`src/rtl/ct_f_spsram_128x104_ctrl.sv`:
```
// Request front-end for the 128x104 single-port SRAM: power-on clear, valid/ready
// request port, and a 2-entry credit-protected read-response FIFO.
module ct_f_spsram_128x104_ctrl #(
    parameter int unsigned ADDR_WIDTH = 7,
    parameter int unsigned DATA_WIDTH = 104,
    parameter int unsigned SLICE_W    = 26
) (
    input  logic                             CLK,
    input  logic                             RST,
    input  logic                             req_vld,
    output logic                             req_rdy,
    input  logic                             req_wr,
    input  logic [ADDR_WIDTH-1:0]            req_addr,
    input  logic [DATA_WIDTH-1:0]            req_wdata,
    input  logic [DATA_WIDTH/SLICE_W-1:0]    req_wmask,
    output logic                             rsp_vld,
    input  logic                             rsp_rdy,
    output logic [DATA_WIDTH-1:0]            rsp_data,
    output logic                             init_done,
    output logic [ADDR_WIDTH-1:0]            sram_a,
    output logic                             sram_cen,
    output logic                             sram_gwen,
    output logic [DATA_WIDTH-1:0]            sram_wen,
    output logic [DATA_WIDTH-1:0]            sram_d,
    input  logic [DATA_WIDTH-1:0]            sram_q
);

    localparam int unsigned NSLICE = DATA_WIDTH / SLICE_W;

    // StRst is a one-cycle hold after reset so the first clear write lands
    // in the cycle after the first non-reset edge.
    typedef enum logic [1:0] {StRst, StInit, StRun} state_e;

    state_e                  state_q, state_d;
    logic [ADDR_WIDTH-1:0]   init_cnt_q, init_cnt_d;
    logic                    rd_inflight_q;
    logic [DATA_WIDTH-1:0]   fifo_mem_q [2];
    logic                    wr_ptr_q, rd_ptr_q;
    logic [1:0]              fifo_cnt_q;

    logic                    clearing, running;
    logic                    accept, rd_acc, wr_acc, wr_any;
    logic                    push, pop;
    logic [2:0]              occ;
    logic [DATA_WIDTH-1:0]   wen_mask;

    // State register and datapath registers
    always_ff @(posedge CLK) begin
        if (RST) begin
            state_q       <= StRst;
            init_cnt_q    <= '0;
            rd_inflight_q <= 1'b0;
            fifo_mem_q[0] <= '0;
            fifo_mem_q[1] <= '0;
            wr_ptr_q      <= 1'b0;
            rd_ptr_q      <= 1'b0;
            fifo_cnt_q    <= 2'd0;
        end else begin
            state_q       <= state_d;
            init_cnt_q    <= init_cnt_d;
            rd_inflight_q <= rd_acc;
            if (push) begin
                fifo_mem_q[wr_ptr_q] <= sram_q;
                wr_ptr_q             <= ~wr_ptr_q;
            end
            if (pop) begin
                rd_ptr_q <= ~rd_ptr_q;
            end
            fifo_cnt_q <= fifo_cnt_q + 2'(push) - 2'(pop);
        end
    end

    // Next-state logic
    always_comb begin
        state_d    = state_q;
        init_cnt_d = '0;
        unique case (state_q)
            StRst:  state_d = StInit;
            StInit: begin
                init_cnt_d = init_cnt_q + 1'b1;
                if (init_cnt_q == '1) begin
                    state_d = StRun;
                end
            end
            StRun:   state_d = StRun;
            default: state_d = StRst;
        endcase
    end

    // Outputs; RST gates everything so no SRAM access happens in a reset cycle.
    always_comb begin
        clearing  = !RST && (state_q == StInit);
        running   = !RST && (state_q == StRun);
        init_done = (state_q == StRun);

        rsp_vld  = (fifo_cnt_q != 2'd0);
        rsp_data = fifo_mem_q[rd_ptr_q];
        pop      = rsp_vld && rsp_rdy;
        push     = rd_inflight_q;

        occ     = 3'(fifo_cnt_q) + 3'(rd_inflight_q) - 3'(pop);
        req_rdy = running && (occ < 3'd2);

        accept = req_vld && req_rdy;
        rd_acc = accept && !req_wr;
        wr_acc = accept && req_wr;
        wr_any = wr_acc && (|req_wmask);

        wen_mask = '1;
        for (int i = 0; i < int'(NSLICE); i++) begin
            wen_mask[i*SLICE_W +: SLICE_W] = {SLICE_W{~req_wmask[i]}};
        end

        sram_cen  = 1'b1;
        sram_gwen = 1'b1;
        sram_wen  = '1;
        sram_a    = '0;
        sram_d    = '0;
        if (clearing) begin
            sram_cen  = 1'b0;
            sram_gwen = 1'b0;
            sram_wen  = '0;
            sram_a    = init_cnt_q;
        end else if (running) begin
            sram_a = req_addr;
            sram_d = req_wdata;
            if (rd_acc) begin
                sram_cen = 1'b0;
            end else if (wr_any) begin
                sram_cen  = 1'b0;
                sram_gwen = 1'b0;
                sram_wen  = wen_mask;
            end
        end
    end

endmodule

```
`config.mk`:
```
export PLATFORM = sky130hd
export DESIGN_NAME = ct_f_spsram_128x104_ctrl
export DESIGN_NICKNAME = d
export VERILOG_FILES = /design/src/rtl/ct_f_spsram_128x104_ctrl.sv
export SDC_FILE = /design/constraint.sdc
export NUM_CORES = 1
export LEC_CHECK = 0
export ABC_AREA = 1
export BUFFER_PORTS_ARGS = -buffer_cell sky130_fd_sc_hd__buf_2
export CAP_MARGIN = 25
export CORE_AREA = 2 2 213 215
export DETAILED_ROUTE_END_ITERATION = 8
export DIE_AREA = 0 0 215 217
export PLACE_DENSITY = 0.46
export SYNTH_ARGS = -nofsm -noshare
export SYNTH_HDL_FRONTEND = slang
export SYNTH_SLANG_ARGS = --single-unit
```
`constraint.sdc`:
```
create_clock -name CLK -period 7 [get_ports CLK]
set_clock_uncertainty 0.2 [all_clocks]
set_input_delay 1.05 -clock CLK [delete_from_list [all_inputs] [get_ports CLK]]
set_output_delay 1.05 -clock CLK [all_outputs]
set_load 0.01 [all_outputs]
```
==> results.py, run 1 <==
metrics = {
    "clock_tree": {
        "clock_latency_on_the_worst_skew_pair_ps": 560,
        "cts_inserted_buffers": 27,
        "htree_levels": 1,
        "quantity_of_hold_fixing_buffers_added_after_cts": 0,
        "cts.root.buffer_cell": "sky130_fd_sc_hd__clkbuf_16",
        "cts_max_path_buffers": 3,
        "worst_setup_hold_path_clk_slew_ps": 60,
        "post_cts_resize_count": 0,
        "tritoncts": "built",
        "post_cts.repair.setup_buffers": 0,
        "cts_num_sinks": 223,
    },
    "critical_path": {
        "critPathCaptureType": "output port",
        "critical_path_peak_fanout": 26,
        "timing.critical_path.arrival_ps": 3710,
        "r2r-end": "fifo_mem_q[0][51]",
        "critPathKind": "in2out",
        "timing.reg2reg.setup_slack_ps": 3920,
        "worst-r2r-cell-count": 5,
        "cp_data_required_time_ps": 5750,
        "crit-reg2reg-launch": "push",
        "worst_setup_sp_type": "input port",
    },
    "power_and_ir_drop": {
        "vdd.ir_drop.worst_uv": 200,
        "power_per_cell_area_nw_per_um2": 282,
        "leakage_uw": 0.00720,
    },
    "place": {
        "gpl.final_weighted_congestion": 0.817,
        "dpl.hpwl_um": 24300,
        "port_buffers": 547,
        "numPlacedInstances": 2116,
    },
    "finish": {
        "most-common-layout-cells": "547 x sky130_fd_sc_hd__buf_2, 328 x sky130_fd_sc_hd__nor2_1, 208 x sky130_fd_sc_hd__edfxtp_1",
        "diodes_inserted": 0,
        "area_added_between_synthesis_and_finish_pct": 28.1,
        "filler_cell_count": 4767,
        "final_net_count": 1777,
        "post_route_cells_drive_above_1_share": 0.451,
        "final_common_cell": "sky130_fd_sc_hd__buf_2",
        "layoutNonFillerInstCount": 2165,
    },
    "grt": {
        "grt_overflow_total": 0,
        "antenna_found_initial": 5,
        "grt_usage": 0.141,
        "first_global_vias": 8605,
        "pin_count_of_the_biggest_net_entering_global_routing": 107,
        "grt_pass1_wl_um": 51200,
    },
    "synthesis": {
        "synth.yosys.warnings": 0,
        "synth.top_cells.by_area": "sky130_fd_sc_hd__edfxtp_1 55%, sky130_fd_sc_hd__nor2_1 11%, sky130_fd_sc_hd__mux2_2 10%",
        "synth.ff_latch_count": 223,
        "postSynthAreaPerCell_um2": 10.2,
        "syn-num-nets": 1351,
        "synth_top_cell_by_area": "sky130_fd_sc_hd__edfxtp_1",
        "ys_types": 24,
        "synth_seq_area_share": 0.572,
        "yosys.area.top_type_share": 0.546,
        "post_synth_inst_count": 1120,
        "syn_area_um2": 11400,
    },
    "timing": {
        "min_period_over_period": 0.709,
        "tightest_slew_ps": 906,
        "tns_ps": 0,
        "min_period_ps": 4960,
        "hold_viol_final": 0,
        "timing.slew.headroom": 0.396,
        "maxSlewViolCount": 0,
        "rsz0062_at_grt": "false",
        "setup_viol": 0,
        "clock.fmax_ghz": 0.202,
    },
    "routing": {
        "antenna_violating_nets_post_route": 0,
        "vias_per_cell": 4.09,
        "route.vias.total": 8856,
        "drtPass1Iterations": 5,
        "detailedRoute.firstIterationViolations": 372,
        "post-route-drc-count": 0,
        "detail_route.wl_per_cell_um": 15.9,
        "wl_um": 34400,
    },
    "floorplanning": {
        "die_width_um": 215,
        "design.core.area_um2": 44700,
        "dieHeight_um": 217,
        "floorplan.initialDensity": 0.256,
        "ioPinCount": 548,
        "fp-row-count": 78,
        "design.die.area_um2": 46700,
    },
    "hold_path": {
        "hold_path_startpoint": "rd_ptr_q",
        "holdCritPathClass": "reg2reg",
        "min_delay_path_depth": 1,
    },
    "flow_run": {
        "timing.max_cap.violations": 0,
    },
    "outcome": {
        "status": "finished, final reports clean",
    },
}
layout make-up:
cell class | count | area (um2) | share of cell area
clock buffer | 38 | 717 | 0.0489
clock inverter | 10 | 68.8 | 0.00469
inverter | 124 | 465 | 0.0318
multi-input combinational | 614 | 3270 | 0.223
sequential | 223 | 6550 | 0.447
tap | 600 | 751 | 0.0512
timing repair buffer | 556 | 2840 | 0.194
registers in the layout, indices dropped and copies added, names as in the netlist, named ones only:
| register | count |
|---|---|
| rd_ptr_q | 1 |
| fifo_mem_q | 208 |
| init_cnt_q | 7 |
| fifo_cnt_q | 2 |
| push | 1 |
| state_q | 2 |
| wr_ptr_q | 1 |
logic make-up after synthesis:
| family | after synthesis | synth area share |
|---|---|---|
| compound gates | 17 | 0.00765 |
| xor+xnor | 1 | 0.000766 |
| fa+ha+maj | 7 | 0.00831 |
| buf+inv | 283 | 0.145 |
| flops | 223 | 0.572 |
| mux | 104 | 0.102 |
| simple gates | 485 | 0.164 |
metal layers:
| layer | routed length, um | track usage | share of wire |
|---|---|---|---|
| met3 | 2470 | 0.0348 | 0.072 |
| met2 | 16700 | 0.242 | 0.49 |
| met5 | 22 | 0 | 0.00064 |
| met4 | 1110 | 0.0480 | 0.032 |
| met1 | 14000 | 0.173 | 0.41 |
per-stage QoR:
stage | utilization | setup WS (ps) | total power, uW | hold slack [ps] | instance area, um2
6_report | 0.328 | 2040 | 4140 | 247 | 14700
5_1_grt | 0.328 | 1780 | 4390 | 293 | 14700
4_1_cts | 0.327 | 1930 | 4220 | 246 | 14600
3_5_place_dp | 0.310 | 1960 | 2930 | 235 | 13800
3_3_place_gp | 0.310 | 2030 | 2920 | 239 | 13800
2_1_floorplan | - | 2350 | 2570 | 225 | 11400
worst max-delay path: stages:
cell	delay (ps)
sky130_fd_sc_hd__buf_2	100
sky130_fd_sc_hd__o21a_1	130
sky130_fd_sc_hd__ha_1	290
sky130_fd_sc_hd__inv_1	40
sky130_fd_sc_hd__ha_1	180
sky130_fd_sc_hd__fa_1	470
sky130_fd_sc_hd__inv_1	90
sky130_fd_sc_hd__nand3_1	70
sky130_fd_sc_hd__nor2_1	160
sky130_fd_sc_hd__nand3_1	90
sky130_fd_sc_hd__nand2_1	260
sky130_fd_sc_hd__nand2_1	460
sky130_fd_sc_hd__buf_2	300
power by group:
part           switching, uW  internal (uW)
clock                    544            714
combinational            744            528
sequential              77.2           1530
total                   1370           2770
how the worst max path moves through the flow:
stage               startpoint             to  slack [ps]
floorplan              rsp_rdy  sram_wen[100]        2350
global placement       rsp_rdy   sram_wen[21]        2030
detailed placement     rsp_rdy    sram_wen[7]        1960
CTS                    rsp_rdy    sram_wen[7]        1930
global route           rsp_rdy   sram_wen[99]        1780
finish                 rsp_rdy    sram_wen[8]        2040
synth_stat cells:
master / count
sky130_fd_sc_hd__xnor2_1: 1
sky130_fd_sc_hd__fa_1: 1
sky130_fd_sc_hd__inv_2: 1
sky130_fd_sc_hd__o21ai_0: 7
sky130_fd_sc_hd__buf_4: 103
sky130_fd_sc_hd__edfxtp_1: 208
sky130_fd_sc_hd__inv_1: 123
sky130_fd_sc_hd__and3_1: 1
sky130_fd_sc_hd__mux2_2: 104
sky130_fd_sc_hd__nand3_1: 15
sky130_fd_sc_hd__or2_2: 5
sky130_fd_sc_hd__nor3_1: 1
sky130_fd_sc_hd__o21a_1: 1
sky130_fd_sc_hd__buf_6: 23
sky130_fd_sc_hd__nand2_1: 131
sky130_fd_sc_hd__ha_1: 6
sky130_fd_sc_hd__dfxtp_1: 15
sky130_fd_sc_hd__nand3_2: 1
sky130_fd_sc_hd__a21oi_1: 9
sky130_fd_sc_hd__clkbuf_1: 2
sky130_fd_sc_hd__nand2_2: 2
sky130_fd_sc_hd__nand2_4: 1
sky130_fd_sc_hd__buf_2: 31
sky130_fd_sc_hd__nor2_1: 328
Note: power is estimated with default switching activity, not from simulation.
==> run 2: changes to the inputs <==
Settings changed: PLACE_DENSITY 0.46 to 0.48.
Clock period 7 ns to 4.3 ns, I/O delays scaled along.
==> run 2 against run 1 <==
Effect of this change:
- final area up 1.4%
- die area is the same
- combinational power grew 67%
- count of clock-buffer cells in the layout fell by 9
- critical path depth fell by 1
- largest cell class unchanged
- largest power group unchanged
==> results.py, run 2 (same netlist as run 1, synthesis figures left out) <==
metrics = {
    "critical_path": {
        "worstPathCellList": "o21a_1, ha_1, inv_1, ha_1, fa_1, inv_1, nand3_1, nor2_1, nand3_1, nand2_1, nand2_1, buf_2",
        "cp_data_required_time_ps": 3450,
        "timing.critical_path.arrival_ps": 3370,
        "critPathKind": "reg2out",
        "worst_setup_sp_type": "flip-flop",
        "critPathCaptureType": "output port",
        "cpPeakStageDelay_ps": 470,
        "critical_path_peak_fanout": 26,
        "worst_path_max_delay_cell": "sky130_fd_sc_hd__fa_1",
    },
    "finish": {
        "largest_registers": "fifo_mem_q (208), init_cnt_q (7)",
        "area_added_between_synthesis_and_finish_pct": 29.9,
        "final_net_count": 1784,
        "max_flop_register": "fifo_mem_q",
        "largest_register_ff_count": 208,
        "final_common_cell": "sky130_fd_sc_hd__buf_2",
        "filler_cell_count": 4784,
        "finalCoreUtilization": 0.333,
        "most-common-layout-cells": "547 x sky130_fd_sc_hd__buf_2, 328 x sky130_fd_sc_hd__nor2_1, 208 x sky130_fd_sc_hd__edfxtp_1",
        "layoutNonFillerInstCount": 2176,
        "post_route_cells_drive_above_1_share": 0.460,
    },
    "timing": {
        "tns_ps": 0,
        "setup_viol": 0,
        "timing.slew.headroom": 0.369,
        "tightest_slew_ps": 946,
        "min_period_over_period": 0.980,
        "maxSlewViolCount": 0,
        "clock.fmax_ghz": 0.237,
        "min_period_ps": 4210,
        "hold_viol_final": 0,
        "rsz0062_at_grt": "true",
    },
    "clock_tree": {
        "cts_max_path_buffers": 3,
        "cts_inserted_buffers": 26,
        "clock_latency_on_the_worst_skew_pair_ps": 540,
        "tritoncts": "built",
        "quantity_of_hold_fixing_buffers_added_after_cts": 0,
        "htree_levels": 1,
        "cts.root.buffer_cell": "sky130_fd_sc_hd__clkbuf_16",
        "worst_setup_hold_path_clk_slew_ps": 60,
        "cts_num_sinks": 223,
    },
    "place": {
        "numPlacedInstances": 2124,
        "port_buffers": 547,
        "gpl.final_weighted_congestion": 0.803,
        "dpl.hpwl_um": 24200,
    },
    "outcome": {
        "status": "finished, final reports clean",
    },
    "routing": {
        "post-route-drc-count": 0,
        "vias_per_cell": 4.08,
        "wl_um": 33800,
        "detailedRoute.firstIterationViolations": 353,
        "antenna_violating_nets_post_route": 0,
        "route.vias.total": 8881,
        "drtPass1Iterations": 5,
        "detail_route.wl_per_cell_um": 15.5,
    },
    "power_and_ir_drop": {
        "clock_power_share": 0.329,
        "seqPwrFrac": 0.369,
        "sw_frac_of_total": 0.318,
        "vdd.ir_drop.worst_uv": 583,
        "power_frac_comb": 0.302,
        "leakage_uw": 0.00732,
        "power_per_cell_area_nw_per_um2": 472,
        "cell_internal_pwr_uw": 4790,
        "total_switching_power_uw": 2230,
    },
    "flow_run": {
        "timing.max_cap.violations": 0,
    },
    "grt": {
        "antenna_found_initial": 5,
        "pin_count_of_the_biggest_net_entering_global_routing": 73,
        "first_global_vias": 8534,
        "grt_usage": 0.137,
        "grt_overflow_total": 0,
        "grt_pass1_wl_um": 49100,
    },
    "floorplanning": {
        "die_width_um": 215,
        "floorplan.initialDensity": 0.256,
        "fp-row-count": 78,
        "ioPinCount": 548,
        "dieHeight_um": 217,
        "design.core.area_um2": 44700,
        "design.die.area_um2": 46700,
    },
    "hold_path": {
        "holdCritPathClass": "in2reg",
    },
}
-- run 2: area by class of cell --
cell class / instances / area [um2] / area share
sequential: 223 / 6550 / 0.441
multi-input combinational: 614 / 3270 / 0.220
timing repair buffer: 564 / 2930 / 0.197
tap: 600 / 751 / 0.0505
clock buffer: 29 / 662 / 0.0445
inverter: 124 / 465 / 0.0313
clock inverter: 19 / 233 / 0.0157
antenna: 3 / 7.51 / 0.000505
-- run 2: critical path: cells and delay by family, from the launching register on --
family,cells,cell delay (ps)
buffers and inverters,3,420
AND/OR/NAND/NOR,5,920
flip-flops,1,340
adder cells (fa/ha/maj),3,930
AO/OA/AOI/OAI,1,220
-- run 2: path summary, 6_finish.rpt --
path | start | to | slack [ps] | cells after the start
hold / removal | req_wr | push | 100 | 2
setup / recovery | fifo_cnt_q[1] | sram_wen[47] | 90 | 12
hold reg to reg | rd_ptr_q | flip-flop | 270 | 1
setup reg to reg | push | fifo_mem_q[0][79] | 1910 | 5
-- run 2: repair_timing --
item | 4_1_cts | 5_1_grt
cloned | 0 | 0
hold endpoints to repair | 0 | 0
setup buffers | 0 | 0
resized for setup | 1 | 0
pin swaps | 0 | 0
endpoints found under the setup margin | 26 | 52
-- run 2: metrics by stage --
| stage | power, uW | hold WS [ps] | worst slack [ps] | instance area, um2 |
|---|---|---|---|---|
| after floorplan | 4190 | 225 | 185 | 11400 |
| after global placement | 4780 | 248 | 357 | 13900 |
| after detailed placement | 4790 | 257 | 275 | 13900 |
| after CTS | 7130 | 60.7 | 20.5 | 14800 |
| after global routing | 7410 | 75.9 | -157 | 14900 |
| final | 7020 | 102 | 86.3 | 14900 |
-- run 2: per-layer routing --
| layer | track usage | part of all wire | vias to the layer above |
|---|---|---|---|
| met1 | 0.158 | 0.39 | 4152 |
| met3 | 0.0314 | 0.071 | 48 |
| met2 | 0.249 | 0.51 | 348 |
| met4 | 0.0434 | 0.029 | 0 |
| li1 | - | - | 4333 |
| met5 | 0 | 0 | - |
-- run 2: power groups by stage --
stage	Sequential, uW	Clock (uW)	Combinational, uW
final	2590	2310	2120
after global routing	2610	2460	2330
after CTS	2600	2380	2150
after detailed placement	2650	0	2140
after global placement	2640	0	2140
after floorplan	2570	0	1620
